$ cat src/rtl/id_ex_stage.sv
// ID/EX pipeline register for the five-stage MIPS core.
// Resolves the EX destination register, detects load-use hazards and counts stall cycles.
module id_ex_stage #(
  parameter int DW = 32,
  parameter int CW = 16
) (
  input  logic          clk,
  input  logic          rst,
  input  logic          id_valid,
  input  logic          id_reg_write,
  input  logic          id_mem_write,
  input  logic [1:0]    id_s_data_write,
  input  logic [1:0]    id_s_num_write,
  input  logic          id_s_b,
  input  logic          id_ext,
  input  logic [3:0]    id_aluop,
  input  logic [1:0]    id_s_npc,
  input  logic [DW-1:0] id_pc,
  input  logic [DW-1:0] id_rs_data,
  input  logic [DW-1:0] id_rt_data,
  input  logic [DW-1:0] id_imm,
  input  logic [4:0]    id_rs,
  input  logic [4:0]    id_rt,
  input  logic [4:0]    id_rd,
  input  logic          flush,
  output logic          ex_valid,
  output logic          ex_reg_write,
  output logic          ex_mem_write,
  output logic          ex_s_b,
  output logic          ex_ext,
  output logic [1:0]    ex_s_data_write,
  output logic [1:0]    ex_s_num_write,
  output logic [1:0]    ex_s_npc,
  output logic [3:0]    ex_aluop,
  output logic [DW-1:0] ex_pc,
  output logic [DW-1:0] ex_rs_data,
  output logic [DW-1:0] ex_rt_data,
  output logic [DW-1:0] ex_imm,
  output logic [4:0]    ex_rs,
  output logic [4:0]    ex_rt,
  output logic [4:0]    ex_wreg,
  output logic          stall,
  output logic [CW-1:0] stall_cnt
);

  typedef struct packed {
    logic          valid;
    logic          reg_write;
    logic          mem_write;
    logic          s_b;
    logic          ext;
    logic [1:0]    s_data_write;
    logic [1:0]    s_num_write;
    logic [1:0]    s_npc;
    logic [3:0]    aluop;
    logic [DW-1:0] pc;
    logic [DW-1:0] rs_data;
    logic [DW-1:0] rt_data;
    logic [DW-1:0] imm;
    logic [4:0]    rs;
    logic [4:0]    rt;
    logic [4:0]    wreg;
  } ex_bundle_t;

  ex_bundle_t    ex_q, ex_d, bubble;
  logic [CW-1:0] stall_cnt_q, stall_cnt_d;
  logic          uses_rs, uses_rt, ex_load;
  logic [4:0]    dest;
  logic          reg_write_s, mem_write_s;

  // Hazard check looks only at the registered EX bundle and the live ID fields.
  always_comb begin
    uses_rs = id_valid & (id_s_npc != 2'b10) & (id_aluop != 4'b1010);
    uses_rt = id_valid & (~id_s_b | id_mem_write) & (id_s_npc != 2'b10);
    ex_load = ex_q.valid & ex_q.reg_write & (ex_q.s_data_write == 2'b10);
    stall   = ex_load & (ex_q.wreg != 5'd0) &
              ((uses_rs & (id_rs == ex_q.wreg)) | (uses_rt & (id_rt == ex_q.wreg)));
  end

  always_comb begin
    unique case (id_s_num_write)
      2'b00:   dest = id_rt;
      2'b01:   dest = id_rd;
      2'b10:   dest = 5'd31;
      default: dest = 5'd0;
    endcase
    // jr never writes a register; jr/j/jal never store.
    reg_write_s = id_reg_write & (id_s_npc != 2'b01);
    mem_write_s = id_mem_write & (id_s_npc != 2'b01) & (id_s_npc != 2'b10);
  end

  always_comb begin
    bubble       = '0;
    bubble.s_npc = 2'b11;
    ex_d         = bubble;
    if (!flush && !stall && id_valid) begin
      ex_d.valid        = 1'b1;
      ex_d.reg_write    = reg_write_s;
      ex_d.mem_write    = mem_write_s;
      ex_d.s_b          = id_s_b;
      ex_d.ext          = id_ext;
      ex_d.s_data_write = id_s_data_write;
      ex_d.s_num_write  = id_s_num_write;
      ex_d.s_npc        = id_s_npc;
      ex_d.aluop        = id_aluop;
      ex_d.pc           = id_pc;
      ex_d.rs_data      = id_rs_data;
      ex_d.rt_data      = id_rt_data;
      ex_d.imm          = id_imm;
      ex_d.rs           = id_rs;
      ex_d.rt           = id_rt;
      ex_d.wreg         = reg_write_s ? dest : 5'd0;
    end
    stall_cnt_d = stall_cnt_q;
    if (stall && !flush && (stall_cnt_q != '1)) begin
      stall_cnt_d = stall_cnt_q + CW'(1);
    end
  end

  always_ff @(posedge clk) begin
    if (rst) begin
      ex_q        <= bubble;
      stall_cnt_q <= '0;
    end else begin
      ex_q        <= ex_d;
      stall_cnt_q <= stall_cnt_d;
    end
  end

  assign ex_valid        = ex_q.valid;
  assign ex_reg_write    = ex_q.reg_write;
  assign ex_mem_write    = ex_q.mem_write;
  assign ex_s_b          = ex_q.s_b;
  assign ex_ext          = ex_q.ext;
  assign ex_s_data_write = ex_q.s_data_write;
  assign ex_s_num_write  = ex_q.s_num_write;
  assign ex_s_npc        = ex_q.s_npc;
  assign ex_aluop        = ex_q.aluop;
  assign ex_pc           = ex_q.pc;
  assign ex_rs_data      = ex_q.rs_data;
  assign ex_rt_data      = ex_q.rt_data;
  assign ex_imm          = ex_q.imm;
  assign ex_rs           = ex_q.rs;
  assign ex_rt           = ex_q.rt;
  assign ex_wreg         = ex_q.wreg;
  assign stall_cnt       = stall_cnt_q;

endmodule

$ cat config.mk
export PLATFORM = sky130hd
export DESIGN_NAME = id_ex_stage
export DESIGN_NICKNAME = d
export VERILOG_FILES = /design/src/rtl/id_ex_stage.sv
export SDC_FILE = /design/constraint.sdc
export NUM_CORES = 1
export LEC_CHECK = 0
export ABC_AREA = 1
export CAP_MARGIN = 0
export CORE_ASPECT_RATIO = 1.2
export CORE_MARGIN = 3
export CORE_UTILIZATION = 34
export DETAILED_ROUTE_END_ITERATION = 8
export PLACE_DENSITY = 0.8
export SYNTH_ARGS = -nofsm -noshare
export SYNTH_HDL_FRONTEND = slang
export SYNTH_SLANG_ARGS = --single-unit
$ cat constraint.sdc
create_clock -name clk -period 1.6 [get_ports clk]
set_clock_uncertainty 0.15 [all_clocks]
set_input_delay 0.32 -clock clk [delete_from_list [all_inputs] [get_ports clk]]
set_output_delay 0.32 -clock clk [all_outputs]
set_load 0.01 [all_outputs]
# Yosys cells after proc, flatten, opt, wreduce, memory -nomap -nowiden
# Index checks and enable logic that the tools add are counted.
# W data, S select, Z words.
dict set report word_totals {
  register_bits 174
  in_bits 161
  output_inout_bits 175
}
dict set report op_classes {
  add_sub_neg 1
  eq_ne 9
  n_mux 3
  bitwise 18
  n_reduce_logical 10
}
# cell n
set op_table {}
lappend op_table {{$mux W158} 1}
lappend op_table {{$add A16 B1 Y16 const B} 1}
lappend op_table {{$ne A16 B16 Y1 const B} 1}
lappend op_table {{$pmux W5 S3} 1}
lappend op_table {{$and A1 B1 Y1} 13}
lappend op_table {{$eq A5 B5 Y1} 2}
lappend op_table {{$mux W5} 1}
lappend op_table {{$reduce_bool A5 Y1} 1}
lappend op_table {{$eq A2 B2 Y1 const B} 2}
lappend op_table {{$logic_and A1 B1 Y1} 4}
lappend op_table {{$ne A4 B4 Y1 const B} 1}
lappend op_table {{$not A1 Y1} 3}
lappend op_table {{$reduce_or A3 Y1} 1}
lappend op_table {{$eq A2 B1 Y1 const B} 1}
lappend op_table {{$logic_not A1 Y1} 2}
lappend op_table {{$logic_not A2 Y1} 1}
lappend op_table {{$ne A2 B1 Y1 const B} 1}
lappend op_table {{$ne A2 B2 Y1 const B} 1}
lappend op_table {{$or A1 B1 Y1} 2}
lappend op_table {{$reduce_or A2 Y1} 1}

# Longest topological paths before layout
dict set report depth {
  depth_word 12
  mapped_depth 11
  mapped_depth_nobuf 11
}

# Least setup slack after synthesis
# No wires, ideal clock.
dict set report synth_timing {
  path_type {register to register}
  from {register stall_cnt_q[1], in the netlist stall_cnt[1]}
  to {register stall_cnt_q[1], in the netlist stall_cnt[1]}
  setup_time_ns 0.114
  arrival_time_ns 1.432
  required_ns 1.336
  slack_ns -0.097
  path_stages_with_launch 9
  path_buffers 0
  synth_period_minus_slack_ns 1.697
  cell_sequence {dfxtp_1 ha_1 nand2_1 nor2_2 nand4_2 nand4_1 nand2_1 nand2_1 nor2_1}
}
dict set report synth_via {
  elab_chain_cells 2
}
# element line
set synth_rtl {}
lappend synth_rtl {{start, declared} 66} ;# logic [CW-1:0] stall_cnt_q, stall_cnt_d;
lappend synth_rtl {{start signal, assigned} 126} ;# stall_cnt_q <= stall_cnt_d;
lappend synth_rtl {{branches (longest 2 deep; another with $add A16 B1 Y16)} --}
# Several ways; the timed one is not identified.
# A chain may end at the register's enable or synchronous reset.

# Worst setup path after layout
dict set report layout_timing {
  from {input port id_rs[4]}
  to {output port stall}
}
dict set report layout_via {
  elab_chain_cells 4
}
# element line
set layout_rtl {}
lappend layout_rtl {{start, declared} 22} ;# input logic [4:0] id_rs,
lappend layout_rtl {{$eq A5 B5 Y1} 77} ;# ((uses_rs & (id_rs == ex_q.wreg)) | (uses_rt & (id_rt == ex_q.wreg)));
lappend layout_rtl {{$and A1 B1 Y1} 77}
lappend layout_rtl {{$or A1 B1 Y1} 77}
lappend layout_rtl {{$and A1 B1 Y1} 76} ;# stall = ex_load & (ex_q.wreg != 5'd0) &
lappend layout_rtl {{end, declared} 42} ;# output logic stall,
# Every way passes these cells.

==> impl_results.md <==
- Status: finished with violations
- Failing checks: negative setup slack
- Worst-Margin Slew: 0.438 ns
- Family with the most delay on the worst path: buffers and inverters
- Syn avg cell area: 8.03 sq um
- Gr usage total: 23.3%
- CP arrival: 1.56 ns
- First drt pass iteration count: 4
- Buf/Inv on CP: 4
- # H-tree levels: 4
- Io pins: 336
- Row cnt: 50
- Min cycle time layout: 2.03 ns
- Commonest non-fill, non-tap cell in the layout: inv_1
- Pwr Total: 10.3 mW
- Worst Hold Path EP: ex_mem_write
- Most frequent cells in the layout: 164 x inv_1, 157 x dfxtp_1, 149 x clkdlybuf4s50_1
- Distinct cells, synth: 22
- Worst R2R Start: ex_s_data_write[1]
- Overflow after GRT: 0
- Reg2reg path depth: 12
- Final period utilization: 127%
- Avg WL per Cell: 18.0 microns
- Worst setup margin: -0.433 ns
- CTS tree: yes
- # fillers: 1011
- Initial Util: 35.4%
- Final hold violation count: 0
- Vias per inst: 4.46
- Die Y: 147 microns
- DR iter-0 viols: 253
- Final nets: 1297
- Max stage delay on crit path: 0.51 ns
- Sequential Area: 0.00352 sq mm
- Max Cap Viol: 0
- Final Util: 75.9%
- Cell-by-cell trace of the critical path: clkdlybuf4s50_1 -> inv_1 -> nand2_1 -> nand2_2 -> nor2_2 -> nand3_1 -> nand2_2 -> nand2_4 -> inv_2 -> buf_6
- Vias: 6049
- Hold-fix buffers at CTS: 0
- Routed wire length: 24400 microns
- Clock Tree Root: clkbuf_16
- Post-DP HPWL: 14700 microns
- Initial antenna violation count: 2
- Crit-path max FO: 2
- Startpoint type of the worst setup path: primary input
- Fmax: 0.492 GHz
- Synth Instances: 703
- PD cells: 850 mW/mm^2
- Routability congestion estimate: 0.830
- Final setup viols: 175
- Worst-case vdd ir drop: 631 uV
- Capture point of the worst reg-to-reg path: ex_imm[8]
- Die W: 124 microns
- Number of diodes: 0
- Area taken by multi-input logic gates: 0.00219 sq mm
- WP data required: 1.13 ns
- RSZ-0062 raised after global routing: yes
- Syn nets: 865
- Sequential-to-total area share from yosys stat: 61.7%
- Clock Pin Slew Worst Setup and Hold Paths: 0.07 ns
- Area added between synthesis and finish: 114%
- Critical path's slowest cell: clkdlybuf4s50_1
- Hold crit path type: primary input to flop
- Clk sinks: 174
- Cell depth of the worst hold path: 2
- Mapped Area: 0.00564 sq mm
- Most Frequent Cell on Critical Path: nand2_2
- Share of layout cells above drive strength 1: 29.8%
- Synth warn: 0
- WS Path Type: primary input to primary output
- Port buffer count: 335
- Max_slew headroom: 70.7%
- Num CTS Buffers: 17
- Reg2Reg Setup Slack: -0.41 ns
- Register bit total from synthesis: 174
- Hold Crit Start: id_s_npc[0]
- Max Slew Vio Count: 0
- Largest net degree at the start of global routing: 20
- P_leak: 7.51 nW
- Die ar.: 0.0182 sq mm
- Core Area: 0.0160 sq mm
- Antenna Nets Post-Route: 0
- Max clock buf depth: 2
- Number of global-route vias before repair: 5887
- CP Capture Type: primary output
- Drc violations: 0
- Clk_lat worst skew: 0.42 ns
- First-pass GRT wire length: 31500 microns
flip-flops by register name (all words and copies together), names as in the netlist, 2 cells and up:
signal	count
ex_imm	32
ex_rt	5
ex_s_npc	2
ex_pc	32
ex_rt_data	32
ex_s_data_write	2
ex_aluop	4
ex_rs	5
ex_s_num_write	2
ex_wreg	5
stall_cnt	16
ex_rs_data	32
metal layers:
metal,vias to the layer above,global-route usage [%],wire length [microns]
li1,2879,-,-
met1,2816,21.1,7680
met2,271,44.0,13400
met3,79,9.28,2060
met4,4,11.0,1180
met5,-,0,24
cells in the mapped netlist (all sizes together):
master  number  area [sq um]
xor2         1          8.76
nor2       210           798
nand4       10          68.8
inv        176           661
nand2       82           315
a211oi       1          7.51
ha           1          12.5
o21bai       1          7.51
dfxtp      174          3480
nor3         1          5.00
nand3       11          60.1
o21ai       11          55.1
a21oi        7          35.0
buf         17           126
metrics by stage:
step	hold WS (ns)	cells	instance area [sq um]	setup WS (ns)	setup TNS [ns]
6_report	0.00353	1356	12100	-0.433	-56.93
5_1_grt	0.0182	1356	12100	-0.508	-66.36
4_1_cts	0.0955	1339	10900	-0.395	-63.51
3_5_place_dp	0.411	1276	9560	-0.846	-117.11
3_3_place_gp	0.397	1276	9560	-0.835	-113.80
2_1_floorplan	0.263	703	5660	0.00404	0
layout make-up:
class,count,share of cell area [%]
multi-input cells,339,18.1
inverters,176,5.50
flip-flops and latches,174,29.1
clock buffers,17,3.51
repair buffers,427,39.8
clock inverters,15,1.84
well taps,208,2.15
power by group:
part           total (mW)  internal (mW)  switching (mW)
Combinational        1.29          0.748           0.540
Sequential           4.46           4.43          0.0301
Clock                4.54           2.68            1.87
Total                10.3           7.85            2.44
kinds of logic after synthesis:
logic type | Yosys count | synth area share, %
flops | 174 | 61.7
simple gates | 314 | 22.1
buf+inv | 193 | 13.9
compound gates | 20 | 1.86
fa+ha+maj | 1 | 0.222
xor+xnor | 1 | 0.155
what timing repair did:
item                                    CTS  global route
resized for setup                       216           335
pin swaps                                11            27
endpoints found under the setup margin  348           305
setup buffers                            15            18
gates cloned                             16             9
worst max path at each step:
stage               slack (ns)             to  cells after the start               start
floorplan                0.004  stall_cnt[14]                     10        stall_cnt[0]
global placement         -0.83          stall                     10            id_rt[4]
detailed placement       -0.85          stall                     10            id_rt[4]
CTS                      -0.40          stall                      9          ex_wreg[2]
global route             -0.51          stall                      7  ex_s_data_write[1]
finish                   -0.43          stall                     10            id_rs[4]
(Power assumes the default switching activity.)
==> patch (same flow settings) <==
Put one more register stage on the output `stall_cnt`. The value now appears one clock later. The other outputs are not delayed to match.
--- a/src/rtl/id_ex_stage.sv
+++ b/src/rtl/id_ex_stage.sv
@@ -144,5 +144,7 @@
   assign ex_rt           = ex_q.rt;
   assign ex_wreg         = ex_q.wreg;
-  assign stall_cnt       = stall_cnt_q;
+  always_ff @(posedge clk) begin
+    stall_cnt <= stall_cnt_q;
+  end
 
 endmodule
Formal check against the unedited RTL: not equivalent (Yosys sat finds a counterexample within 4 cycles, from zero or initial values and one cycle with rst high).
==> patch against the original RTL <==
  * The run still ends with setup timing left
  * Register-to-register slack gained 0.04 ns
  * Synthesized area grew 4.9%
  * Total power down 2.6%
  * Global-route usage fell by 2.7 points
  * Largest cell class unchanged
  * Worst setup slack better by 0.029 ns
  * Combinational power down 15%
  * Routed wire length is 16% lower
  * Design area down 6.6%
  * Sequential cell count rose by 16
==> patch: results (changes against the original RTL) <==
- CP max stage delay: 0.37 ns (-0.14 ns)
- Seq/Total Area, Yosys: 64.27% (+2.6 points)
- Worst Tran Pin Value: 0.5166 ns (+0.07854 ns)
- Dpl ws: -0.9090 ns (-0.06270 ns)
- Worst path slowest cell: dfxtp_4
- Delay-heaviest family, CP: simple AND/OR/NAND/NOR gates
- Non-filler cells in the finished layout: 1384 (+2.1%)
- Final TNS setup: -49.06 ns (+7.873 ns)
- Placer congestion estimate: 0.8520 (+2.6%)
- Commonest cells in the netlist: 210 x nor2_1, 190 x dfxtp_1, 168 x inv_1, 78 x nand2_1, 12 x nand3_1
- Fill cells: 1358 (+34%)
- IO buf count: 335 (unchanged)
- CP arrival: 1.53 ns (-0.03 ns)
- Min Hold Slack: 0.07211 ns (+0.06858 ns)
- First-pass GRT wire length: 30.57 mm (-3.0%)
- Max Root-Sink Buffers: 2 (unchanged)
- Setup ws final: -0.4041 ns (+0.02898 ns)
- Leak: 0.006103 uW (-19%)
- 1st-iter DRT viols: 206 (-19%)
- HPWL Detailed: 15.00 mm (+1.8%)
- Routed length on met3: 1.809 mm (-12%)
- Max Used Layer: met5
- Internal reg-to-reg setup slack: -0.37 ns (+0.04 ns)
- Syn avg cell area: 8.266 um^2 (+3.0%)
- Initial antenna violation count: 2 (unchanged)
- Synth top area cells: dfxtp_1 64%, nor2_1 13%, inv_1 11%
- Synth Net Count: 878 (+1.5%)
- Worst Hold Class: in -> reg
- Placed Area: 0.01000 mm^2 (+4.6%)
- Max-Cap Viols: 0 (unchanged)
- CTS buffer count: 17 (unchanged)
- Largest net degree at the start of global routing: 26 (+30%)
- Placed Instances: 1316 (+3.1%)
- Router iterations before antenna repair: 4 (unchanged)
- DRT Wirelength: 20.50 mm (-16%)
- Violated checks: setup timing
- P_int: 7605 uW (-3.1%)
- Vias: 5860 (-3.1%)
- Root Buffer: clkbuf_16
- Max IR drop VDD: 0.5964 mV (-5.5%)
- Vias in the first global route: 5845 (-0.71%)
- Unique masters post-synth: 19 (-14%)
- Worst-path clk slew: 0.08 ns
- Layout cells sized above 1: 17.55% (-12 points)
- WL met1: 7.195 mm (-6.3%)
- Wire length on met2: 10.93 mm (-19%)
- Setup violators final: 175 (unchanged)
- Status: finished with violations
- Worst-Skew Late Latency: 0.42 ns (about the same)
- Total GRT Usage: 20.60% (-2.7 points)
- Crit-path max FO: 3 (+1)
patch: changes by cell type after synthesis, moves of 2 or more:
cell,before,now
dfxtp_1,174,190
nor2_2,4,2
nor2_1,206,210
buf_4,7,11
buf_6,4,0
nand4_1,9,6
o21ai_0,11,9
inv_2,9,6
nand3_1,10,12
patch: worst paths after layout:
path,cells after the start,endpoint,start
worst min register to register,0,stall_cnt[10],stall_cnt_q[10]
worst max-delay path,9,stall,ex_wreg[3]
worst max register to register,13,ex_rt_data[20],ex_wreg[3]
worst min-delay path,2,ex_mem_write,id_s_npc[0]
patch: power groups by stage:
stage	sequential, uW	clock, uW	combinational [uW]
finish	4850	4080	1100
global route	4860	4360	1180
CTS	4850	4170	1050
detailed placement	4970	0	1000
global placement	4970	0	983
floorplan	5020	0	206
patch: final cells by class:
class / instances / area [um^2] / area share [%]
Clock inverter: 14 / 125.1 / 1.107
Timing Repair Buffer: 435 / 4388 / 38.82
Sequential cell: 190 / 3825 / 33.84
Tap cell: 216 / 270.3 / 2.391
Inverter: 174 / 655.6 / 5.800
Multi-Input combinational cell: 337 / 1602 / 14.17
Clock buffer: 18 / 439.2 / 3.885
patch: kinds of logic after synthesis:
family | count (synthesis) | share of synthesized area (%)
AO/OA/AOI/OAI | 18 | 1.565
XOR/XNOR | 1 | 0.1480
buffers and inverters | 191 | 12.92
AND/OR/NAND/NOR | 315 | 20.89
adder cells (fa/ha/maj) | 1 | 0.2114
flip-flops | 190 | 64.27
patch: timing repair:
action,in CTS,in global routing
buffers inserted,15,9
endpoints found under the setup margin,349,181
cloned,9,8
resized for setup,287,40
pin swaps,17,13
patch: routing by layer:
metal / vias to the layer above / global-route usage, %
li1: 2926 / -
met4: 4 / 7.242
met2: 259 / 38.77
met5: - / 0
met3: 39 / 8.268
met1: 2632 / 20.33
